[src/rtl/mem_access_ctl.sv]
// mem_access_ctl -- data-memory stage sequencer for the MIPS datapath.
// Accepts one decoded instruction at a time, runs a req/ack transaction
// against data memory for loads/stores, and emits a single writeback beat.
// Optional build macro: MEM_ALIGN_CHECK_EN (reject word-misaligned accesses).
module mem_access_ctl #(
  parameter int ACK_TIMEOUT = 15
) (
  input  logic        clk,
  input  logic        reset,
  input  logic        in_valid,
  output logic        in_ready,
  input  logic        memRead,
  input  logic        memWrite,
  input  logic        memToReg,
  input  logic        regWrite,
  input  logic [4:0]  writeReg,
  input  logic [31:0] aluResult,
  input  logic [31:0] storeData,
  output logic        mem_req,
  output logic        mem_we,
  output logic [31:0] mem_addr,
  output logic [31:0] mem_wdata,
  input  logic        mem_ack,
  input  logic [31:0] mem_rdata,
  output logic        stall,
  output logic        wb_valid,
  output logic        wb_regWrite,
  output logic [4:0]  wb_reg,
  output logic [31:0] wb_data,
  output logic        err
);

  typedef enum logic [1:0] {
    IDLE = 2'd0,
    REQ  = 2'd1,
    WB   = 2'd2
  } state_t;

  // A limit of zero disables the timeout entirely.
  localparam logic [31:0] ACK_LIMIT = 32'(ACK_TIMEOUT);

`ifdef MEM_ALIGN_CHECK_EN
  // Word accesses must have the two low address bits clear.
  function automatic logic misaligned(input logic [31:0] addr);
    return (addr[1:0] != 2'b00);
  endfunction
`endif

  state_t      stateQ, stateD;
  logic        latRegWrite, latRegWriteD;
  logic        latMemToReg, latMemToRegD;
  logic        latIsRead, latIsReadD;
  logic [4:0]  latReg, latRegD;
  logic [31:0] latAlu, latAluD;
  logic [31:0] ackCnt, ackCntD;

  logic        memReqD, memWeD, wbValidD, wbRegWriteD, errD;
  logic [31:0] memAddrD, memWdataD, wbDataD;
  logic [4:0]  wbRegD;

  logic        acceptS, isMemS, alignErrS, ackLimitHitS;

  assign in_ready     = ((stateQ == IDLE) || (stateQ == WB)) && !reset;
  assign stall        = !in_ready;
  assign acceptS      = in_valid && in_ready;
  assign isMemS       = memRead || memWrite;
  assign ackLimitHitS = (ACK_LIMIT != 32'd0) && (ackCnt == (ACK_LIMIT - 32'd1));

`ifdef MEM_ALIGN_CHECK_EN
  assign alignErrS = misaligned(aluResult);
`else
  assign alignErrS = 1'b0;
`endif

  // Next-state and next-output logic; every output register defaults to 0.
  always_comb begin
    stateD       = stateQ;
    memReqD      = 1'b0;
    memWeD       = 1'b0;
    memAddrD     = 32'd0;
    memWdataD    = 32'd0;
    wbValidD     = 1'b0;
    wbRegWriteD  = 1'b0;
    wbRegD       = 5'd0;
    wbDataD      = 32'd0;
    errD         = 1'b0;
    latRegWriteD = latRegWrite;
    latMemToRegD = latMemToReg;
    latIsReadD   = latIsRead;
    latRegD      = latReg;
    latAluD      = latAlu;
    ackCntD      = ackCnt;
    case (stateQ)
      IDLE, WB: begin
        if (acceptS) begin
          if (isMemS && alignErrS) begin
            // Misaligned access: no memory cycle, flagged writeback only.
            stateD      = WB;
            wbValidD    = 1'b1;
            wbRegWriteD = 1'b0;
            wbRegD      = writeReg;
            wbDataD     = memToReg ? 32'd0 : aluResult;
            errD        = 1'b1;
          end else if (isMemS) begin
            // Store wins over load when both are set.
            stateD       = REQ;
            memReqD      = 1'b1;
            memWeD       = memWrite;
            memAddrD     = aluResult;
            memWdataD    = storeData;
            latRegWriteD = regWrite;
            latMemToRegD = memToReg;
            latIsReadD   = memRead && !memWrite;
            latRegD      = writeReg;
            latAluD      = aluResult;
            ackCntD      = 32'd0;
          end else begin
            stateD      = WB;
            wbValidD    = 1'b1;
            wbRegWriteD = regWrite;
            wbRegD      = writeReg;
            wbDataD     = memToReg ? 32'd0 : aluResult;
          end
        end else begin
          stateD = IDLE;
        end
      end
      REQ: begin
        if (mem_ack) begin
          stateD      = WB;
          wbValidD    = 1'b1;
          wbRegWriteD = latRegWrite;
          wbRegD      = latReg;
          wbDataD     = latMemToReg ? (latIsRead ? mem_rdata : 32'd0) : latAlu;
        end else if (ackLimitHitS) begin
          // Memory never answered: abandon the access and report it.
          stateD      = WB;
          wbValidD    = 1'b1;
          wbRegWriteD = 1'b0;
          wbRegD      = latReg;
          wbDataD     = latMemToReg ? 32'd0 : latAlu;
          errD        = 1'b1;
        end else begin
          memReqD   = 1'b1;
          memWeD    = mem_we;
          memAddrD  = mem_addr;
          memWdataD = mem_wdata;
          if (ACK_LIMIT != 32'd0) begin
            ackCntD = ackCnt + 32'd1;
          end else begin
            ackCntD = ackCnt;
          end
        end
      end
      default: begin
        stateD = IDLE;
      end
    endcase
  end

  // State, latched instruction fields and registered outputs.
  always_ff @(posedge clk) begin
    if (reset) begin
      stateQ      <= IDLE;
      latRegWrite <= 1'b0;
      latMemToReg <= 1'b0;
      latIsRead   <= 1'b0;
      latReg      <= 5'd0;
      latAlu      <= 32'd0;
      ackCnt      <= 32'd0;
      mem_req     <= 1'b0;
      mem_we      <= 1'b0;
      mem_addr    <= 32'd0;
      mem_wdata   <= 32'd0;
      wb_valid    <= 1'b0;
      wb_regWrite <= 1'b0;
      wb_reg      <= 5'd0;
      wb_data     <= 32'd0;
      err         <= 1'b0;
    end else begin
      stateQ      <= stateD;
      latRegWrite <= latRegWriteD;
      latMemToReg <= latMemToRegD;
      latIsRead   <= latIsReadD;
      latReg      <= latRegD;
      latAlu      <= latAluD;
      ackCnt      <= ackCntD;
      mem_req     <= memReqD;
      mem_we      <= memWeD;
      mem_addr    <= memAddrD;
      mem_wdata   <= memWdataD;
      wb_valid    <= wbValidD;
      wb_regWrite <= wbRegWriteD;
      wb_reg      <= wbRegD;
      wb_data     <= wbDataD;
      err         <= errD;
    end
  end

endmodule

[config.mk]
export PLATFORM = sky130hd
export DESIGN_NAME = mem_access_ctl
export DESIGN_NICKNAME = d
export VERILOG_FILES = /design/src/rtl/mem_access_ctl.sv
export SDC_FILE = /design/constraint.sdc
export NUM_CORES = 1
export LEC_CHECK = 0
export CAP_MARGIN = 20
export CORE_ASPECT_RATIO = 0.9
export CORE_MARGIN = 4
export CORE_UTILIZATION = 49
export CTS_CLUSTER_DIAMETER = 120
export DETAILED_ROUTE_END_ITERATION = 7
export PLACE_DENSITY_LB_ADDON = 0.1
export SYNTH_ARGS = -nofsm -noshare
export SYNTH_HDL_FRONTEND = slang
export SYNTH_SLANG_ARGS = --single-unit
export TNS_END_PERCENT = 50
[constraint.sdc]
create_clock -name clk -period 3 [get_ports clk]
set_input_delay 0.6 -clock clk [delete_from_list [all_inputs] [get_ports clk]]
set_output_delay 0.6 -clock clk [all_outputs]
set_load 0.05 [all_outputs]
# After elaboration in Yosys (flattened, before gate mapping)

Index checks and enable logic that the tools add are counted.

Word-level logic and storage cells: 91
Register bits: 180
Input port bits: 109

$add $sub $neg: 1
Bitwise operators: 1
Eq/ne operators: 8
Reduce and logical (&&, ||, !) cells: 14
Muxes and demuxes: 51

Operators by type and width:

| kind                                                                    | count |
|---|---|
| 32-bit two-way mux                                                      | 18 |
| 32-bit one-hot mux with 2 select lines                                  | 4 |
| 32-bit by 1-bit adder with 32-bit output (second input constant)        | 1 |
| 32-bit by 4-bit equality test with 1-bit output (second input constant) | 1 |
| 5-bit two-way mux                                                       | 4 |
| 1-bit two-way mux                                                       | 15 |
| 5-bit one-hot mux with 2 select lines                                   | 1 |
| 2-bit two-way mux                                                       | 4 |
| 2-bit != test (second input constant)                                   | 4 |
| 1-bit one-hot mux with 2 select lines                                   | 4 |
| 5-bit AND reduction                                                     | 1 |
| 2-bit one-hot mux with 2 select lines                                   | 1 |
| 1-bit logical AND                                                       | 3 |
| 1-bit logical NOT                                                       | 3 |
| 3-bit != test (second input constant)                                   | 1 |
| 3-bit AND reduction                                                     | 1 |
| 3-bit OR reduction                                                      | 1 |
| 2-bit by 1-bit equality test with 1-bit output (second input constant)  | 1 |
| 2-bit equality test (second input constant)                             | 1 |
| 2-bit logical NOT                                                       | 1 |
| 1-bit logical OR                                                        | 2 |
| 2-bit nonzero test                                                      | 1 |
| 2-bit OR reduction                                                      | 1 |
| 1-bit inverter                                                          | 1 |

# Depth between registers and ports, before layout

Gate-level depths: netlist of the first run.

Depth in word-level cells: 6
Depth in mapped cells: 8
Mapped depth without buffers: 7

# Worst setup path after synthesis of the first run

No wires, ideal clock.

Path kind: input port to output port
From: input reset
To: output stall
Buffers on the path: 1
Path slack: 0.410 ns
Arrival: 1.990 ns
Stages on the path: 3
Cell sequence: clkbuf_1 nor2_1 inv_1

Word-level cells in the longest chain between the ends: 3

Ends and longest elaborated chain:

| what              | line | source |
|---|---|---|
| start, declared   | 9    | `input logic reset,` |
| 1-bit logical NOT | 63   | `assign in_ready = ((stateQ == IDLE) \|\| (stateQ == WB)) && !reset;` |
| 1-bit logical AND | 63   |  |
| via in_ready      | 11   | `output logic in_ready,` |
| 1-bit logical NOT | 64   | `assign stall = !in_ready;` |
| end, declared     | 25   | `output logic stall,` |

The timed path passes the listed nets, and every way through them passes these cells.

# Final worst setup path of the first run

From: input in_valid
To: register ackCnt[3]

Word-level cells in the longest chain between the ends: 3

Ends and longest elaborated chain:

| what                          | line | source |
|---|---|---|
| start, declared               | 10   | `input logic in_valid,` |
| 1-bit logical AND             | 65   | `assign acceptS = in_valid && in_ready;` |
| 2-bit != test (no line)       | -    |  |
| 5-bit AND reduction (no line) | -    |  |
| end signal, assigned          | 187  | `ackCnt <= ackCntD;` |
| end, declared                 | 55   | `logic [31:0] ackCnt, ackCntD;` |

Every way passes these cells.
A chain may end at the register's enable or synchronous reset.

==> metrics.yaml, run 1 <==
final_layout:
  drive_gt1_share_pct: 6.982
  nFillCells: 996
  multi_input_area_mm2: 0.003025
  layout_commonest_cell: "clkdlybuf4s50_1"
  finalNonFillerCells: 1164
  area_growth_pct: 43.12
  nets: 1072
  regArea_mm2: 0.003603
  final_cell_mix: "clkdlybuf4s50_1 (213), dfxtp_1 (180), nand2_1 (130)"
cts:
  clk_pin_slew_ns: 0.07
  htree_levels: 4
  post_cts_buffers: 0
  cts_buffers: 17
  root_buffer: "clkbuf_16"
  cts_tree: "done"
  postCtsHoldBufs: 0
  cts.repair.resized: 0
  clock_latency_ns: 0.43
  clock-sinks: 180
  clock_path_buffers: 2
global_route:
  grt-busiest-layer: "met2"
  antenna_found_initial: 1
  grt_use_total_pct: 25.97
  use_met3_pct: 10.40
  grt_max_degree: 59
  use_met2_pct: 41.47
  grt_pass1_vias: 6652
  overflow: 0
  met1_usage_pct: 31.86
  grt_pass1_wl_um: 33670
floorplanning:
  initial_utilization_pct: 50.66
  core_area_mm2: 0.01356
  fp-row-count: 40
  die_x_um: 132.8
  io_pins: 217
  die_area_mm2: 0.01598
  die_h_um: 120.3
logic_synthesis:
  avgSynthCellArea_um2: 9.053
  syn_area_mm2: 0.006872
  synth_edf_count: 0
  ys_ff_latch: 180
  synthesis.nets: 870
  muxShareOfSynthArea_pct: 0.1457
  synth_compound_gate_area_share_pct: 25.36
  synth_ff_type: "dfxtp_1"
  yosysWarnings: 0
  async_flop_share_pct: 0
  synth_top_family_by_area: "compound AO/OA/AOI/OAI gates"
  yosys.area_share.simple_pct: 17.86
  yosys.area.top_type_share_pct: 52.44
  ys_seq_area_share_pct: 52.44
  synthCells: 759
  ys_top_cells_by_area: "dfxtp_1 (52%), a22o_1 (8.7%), nand2_1 (7.1%)"
  synth_xor_area_share_pct: 0
  synth_top_cell_by_area: "dfxtp_1"
  yosys.area_share.adder_pct: 0.3642
  synth_cell_types: 49
place:
  portBuffers: 216
  dp_hpwl_um: 14470
  dp.cells: 1131
  gp_congestion: 0.9083
route:
  remaining_drc_errors: 0
  drt_iter0_drc: 461
  routed_wl_um: 20950
  viasPerCell: 5.615
  post_drt_wl_per_cell_um: 18.00
  vias: 6536
  first_pass_iters: 5
  ant_nets: 0
sta:
  fmax_mhz: 388.3
  worst_clock_skew_ns: 0.01380
  min_period_ns: 2.576
  period_share_pct: 85.86
  setup_tns_ns: 0
  rsz0062_at_grt: "false"
  setup_violations: 0
  maxSlewViolCount: 0
  hold_viol_final: 0
  worst_slew_pin_slew_ns: 0.6320
  slew_headroom_pct: 57.54
power:
  p_clk_share_pct: 41.3
  pwr-share-comb_pct: 11.9
  sw_frac_of_total_pct: 24.80
  ir_worst_vdd_uv: 426.0
  power_mw: 5.334
  power_density_mw_per_mm2: 542.4
  seqPwrFrac_pct: 46.7
  p_switching_mw: 1.323
  p_int_mw: 4.011
  p_leak_nw: 3.556
setup_path:
  criticalPathCategory: "in2reg"
  arrival_ns: 2.89
  start_kind: "input pin"
  required_ns: 3.32
  crit_fanout: 23
  cp-end-kind: "flop"
min_path:
  min_path_type: "reg2reg"
run:
  cap_viol_max_count: 0
outcome:
  status: "finished clean"
## layout make-up
cell class,count,share of cell area [%]
flip-flops and latches,180,36.64
well taps,189,2.405
inverters,10,0.3817
clock inverters,11,1.234
repair buffers,236,23.87
clock buffers,21,4.682
diodes,1,0.02545
multi-input cells,516,30.76
## worst paths after layout
path,from,to,slack [ns],cells past startpoint
max,in_valid,ackCnt[3],0.42,6
max reg2reg,ackCnt[0],ackCnt[19],0.48,8
min,latAlu[0],latAlu[0],0.45,2
min reg2reg,latAlu[0],latAlu[0],0.45,2
## cells in the mapped netlist (2+ instances only)
library cell,count
dfxtp_1,180
nand2_1,130
a21oi_1,94
a22o_1,68
o21ai_0,44
clkbuf_1,39
nor2b_1,34
nor2_1,21
nand3_1,18
a211oi_1,12
buf_2,12
inv_1,9
nand4_1,9
nor4_1,9
o22a_1,8
o2bb2a_1,6
nor3_1,5
a2bb2oi_1,4
a31oi_1,4
nand2b_1,4
o21a_1,4
o31ai_1,4
or3_1,4
or4_1,4
or2_2,3
a2111oi_0,2
a22oi_1,2
and3_1,2
ha_1,2
nor3_2,2
o311ai_0,2
## per-stage QoR
| step | hold WS [ns] | area (um^2) | setup slack [ns] | utilization (%) |
|---|---|---|---|---|
| after floorplan | 0.4310 | 6872 | 0.4096 | - |
| after detailed placement | 0.4425 | 9250 | 0.01919 | 68.20 |
| after CTS | 0.4516 | 9832 | 0.4661 | 72.49 |
| final | 0.4493 | 9834 | 0.4243 | 72.51 |
| after global placement | 0.4370 | 9223 | 0.1173 | 68.00 |
| after global routing | 0.4704 | 9834 | 0.2957 | 72.51 |
## routing by layer
layer | up-vias | routed length, um
met1 | 3124 | 8835
li1 | 3137 | -
met2 | 234 | 9716
met3 | 41 | 1870
met4 | 0 | 524
met5 | - | 0
## power groups by stage
stage | clock, mW | sequential, mW | combinational (mW)
after floorplan | 0 | 2.69 | 0.177
after global placement | 0 | 2.54 | 0.623
after detailed placement | 0 | 2.54 | 0.634
after CTS | 2.23 | 2.49 | 0.639
after global routing | 2.33 | 2.50 | 0.676
final | 2.20 | 2.49 | 0.637
## worst max-delay path, cell delays in order
cell and delay (ns):
clkdlybuf4s50_1 0.52, or3b_1 0.44, or2_2 0.55, nand2b_1 0.31, nor2_1 0.20, o22a_1 0.26
## kinds of logic (layout without fill, tap and decap cells)
family	count (synthesis)	after routing
compound gates	261	261
simple gates	252	252
flops	180	180
buf+inv	63	278
fa+ha+maj	2	2
mux	1	1
other cells	0	1
(Power assumes the default switching activity.)
==> run 2, diff against run 1 <==
--- a/config.mk
+++ b/config.mk
@@ -8,9 +8,10 @@
 export CAP_MARGIN = 20
 export CORE_ASPECT_RATIO = 0.9
 export CORE_MARGIN = 4
-export CORE_UTILIZATION = 49
+export CORE_UTILIZATION = 50
 export CTS_CLUSTER_DIAMETER = 120
 export DETAILED_ROUTE_END_ITERATION = 7
+export HOLD_SLACK_MARGIN = 0.02
 export PLACE_DENSITY_LB_ADDON = 0.1
 export SYNTH_ARGS = -nofsm -noshare
 export SYNTH_HDL_FRONTEND = slang
==> run 2 against run 1 <==
  * Critical path depth stayed put
  * Critical path type unchanged
  * Cell area is 0.42% higher
  * Final cell count is 1.6% lower
  * Count of clock-buffer cells in the layout is 4 lower
  * Sequential cell count stayed put
  * Power is 2.2% higher
  * Largest cell class unchanged
  * Maximum frequency is 1.9% lower
  * Global-route usage is 0.087 points lower
  * Worst hold slack better by 0.0018 ns
  * Wire length is 2.1% lower
  * Sequential share of layout area is 0.15 points lower
  * Die area is 1.9% lower
==> metrics.yaml, run 2 (same netlist as run 1, synthesis figures left out) <==
min_path:
  min_path_type: "reg2reg"  # unchanged
  min_to: "latAlu[21]"  # was latAlu[0]
  min_path_cells: 2  # unchanged
  min_from: "latAlu[21]"  # was latAlu[0]
cts:
  htree_levels: 4  # unchanged
  clock-sinks: 180  # unchanged
  postCtsHoldBufs: 0  # unchanged
  root_buffer: "clkbuf_16"  # unchanged
  cts_tree: "done"  # unchanged
  cts.repair.resized: 0  # unchanged
  post_cts_buffers: 0  # unchanged
  clock_path_buffers: 2  # unchanged
  clk_pin_slew_ns: 0.07  # about the same
  clock_latency_ns: 0.43  # about the same
  cts_buffers: 17  # unchanged
global_route:
  use_met2_pct: 41.95  # was 41.47%
  grt_use_total_pct: 25.89  # was 25.97%
  grt_pass1_wl_um: 33230  # was 33670 um
  antenna_found_initial: 0  # was 1
  met1_usage_pct: 33.19  # was 31.86%
  grt_max_degree: 65  # was 59
  overflow: 0  # unchanged
  grt_pass1_vias: 6503  # was 6652
  grt-busiest-layer: "met2"  # unchanged
  use_met3_pct: 7.686  # was 10.40%
power:
  power_density_mw_per_mm2: 552.0  # was 542.4 mW/mm^2
  power_mw: 5.451  # was 5.334 mW
  p_leak_nw: 3.590  # was 3.556 nW
  ir_worst_vdd_uv: 461.2  # was 426.0 uV
sta:
  fmax_mhz: 380.8  # was 388.3 MHz
  worst_slew_pin_slew_ns: 0.6535  # was 0.6320 ns
  setup_violations: 0  # unchanged
  maxSlewViolCount: 0  # unchanged
  slew_headroom_pct: 56.27  # was 57.54%
  min_period_ns: 2.626  # was 2.576 ns
  hold_viol_final: 0  # unchanged
  worst_clock_skew_ns: 0.01320  # was 0.01380 ns
  setup_tns_ns: 0  # unchanged
  period_share_pct: 87.52  # was 85.86%
  setup_slack_ns: 0.3743  # was 0.4243 ns
  rsz0062_at_grt: "false"  # unchanged
final_layout:
  nFillCells: 968  # was 996
  nets: 1075  # was 1072
  final_cell_mix: "clkdlybuf4s50_1 (213), dfxtp_1 (180), nand2_1 (130)"  # unchanged
  area_growth_pct: 43.72  # was 43.12%
  drive_gt1_share_pct: 7.472  # was 6.982%
  layout_commonest_cell: "clkdlybuf4s50_1"  # unchanged
  diodes: 0  # was 1
setup_path:
  required_ns: 3.37  # was 3.32 ns
  start_kind: "input pin"  # unchanged
  cp-end-kind: "flop"  # unchanged
  criticalPathCategory: "in2reg"  # unchanged
  reg2reg_to: "ackCnt[21]"  # was ackCnt[19]
  arrival_ns: 2.99  # was 2.89 ns
  crit_fanout: 25  # was 23
  cpMaxStageDelayCell: "clkdlybuf4s50_1"  # was or2_2
  cpLargestDelayFamily: "simple AND/OR/NAND/NOR gates"  # unchanged
  r2r_slack_ns: 0.54  # was 0.48 ns
  path_buf_inv: 2  # was 1
  path_cells: "clkdlybuf4s50_1, or3b_1, or2_2, buf_12, a2111oi_0, o22a_1"  # was clkdlybuf4s50_1, or3b_1, or2_2, nand2b_1, nor2_1, o22a_1
  slowest_delay_ns: 0.52  # was 0.55 ns
  rr_startpoint: "ackCnt[0]"  # unchanged
  r2r_cells: 7  # was 8
run:
  cap_viol_max_count: 0  # unchanged
route:
  routed_wl_um: 20500  # was 20950 um
  remaining_drc_errors: 0  # unchanged
  ant_nets: 0  # unchanged
  post_drt_wl_per_cell_um: 17.90  # was 18.00 um
  vias: 6624  # was 6536
  drt_iter0_drc: 611  # was 461
  first_pass_iters: 5  # unchanged
  viasPerCell: 5.785  # was 5.615
floorplanning:
  io_pins: 217  # unchanged
  core_area_mm2: 0.01341  # was 0.01356 mm^2
  die_area_mm2: 0.01569  # was 0.01598 mm^2
  die_x_um: 131.6  # was 132.8 um
  die_h_um: 119.2  # was 120.3 um
  fp-row-count: 40  # unchanged
  initial_utilization_pct: 51.23  # was 50.66%
outcome:
  status: "finished clean"  # unchanged
place:
  portBuffers: 216  # unchanged
  gp_congestion: 0.9022  # was 0.9083
  dp_hpwl_um: 14090  # was 14470 um
  pre_cts_ws_ns: 0.001928  # was 0.01919 ns
[run 2: cell types whose count changed in the layout (fill, tap and decap cells not counted), sizes merged]
cell,previous run,this run
buf,23,26
bufinv,2,3
clkinv,4,3
inv,13,17
diode,1,0
clkbuf,21,17
[run 2: where the power goes]
part           leakage, nW  switching, mW  internal (mW)
Clock                0.298          0.985           1.33
Combinational         1.83          0.357          0.284
Sequential            1.46         0.0354           2.46
Total                 3.59           1.38           4.07
[run 2: final cells by class]
type,instances,area [um^2],share of cell area [%]
clock buffers,17,425.4,4.308
clock inverters,15,191.4,1.938
inverters,10,37.54,0.3801
multi-input cells,516,3025,30.63
flip-flops and latches,180,3603,36.49
well taps,168,210.2,2.128
repair buffers,239,2382,24.12
[run 2: per-layer routing]
layer  vias to the layer above  wire length, um
met5                         -                0
met4                         0              362
met3                        26             1932
met2                       311             9554
met1                      3146             8651
li1                       3141                -
[run 2: worst register-to-register path: stages, from the launching register on]
cell     delay (ns)
dfxtp_1        0.36
inv_1          0.10
ha_1           0.18
nor4b_1        0.28
nand4_1        0.30
o21a_1         0.37
nor2_1         0.56
o22a_1         0.26
[run 2: worst max path at each step]
stage	start	end	slack [ns]	depth (start not counted)
after floorplan	reset	stall	0.41	3
after global placement	in_valid	ackCnt[21]	0.22	6
after detailed placement	in_valid	ackCnt[21]	0.002	6
after CTS	in_valid	ackCnt[21]	0.42	6
after global routing	in_valid	ackCnt[21]	0.33	6
final	in_valid	ackCnt[21]	0.37	6
[run 2: stage by stage]
| stage | utilization (%) | std cells | hold WS, ns | cell area (um^2) |
|---|---|---|---|---|
| after floorplan | - | 759 | 0.4310 | 6872 |
| after global placement | 68.82 | 1112 | 0.4371 | 9231 |
| after detailed placement | 69.03 | 1113 | 0.4417 | 9259 |
| after CTS | 73.63 | 1145 | 0.4507 | 9876 |
| after global routing | 73.63 | 1145 | 0.4725 | 9876 |
| final | 73.63 | 1145 | 0.4511 | 9876 |
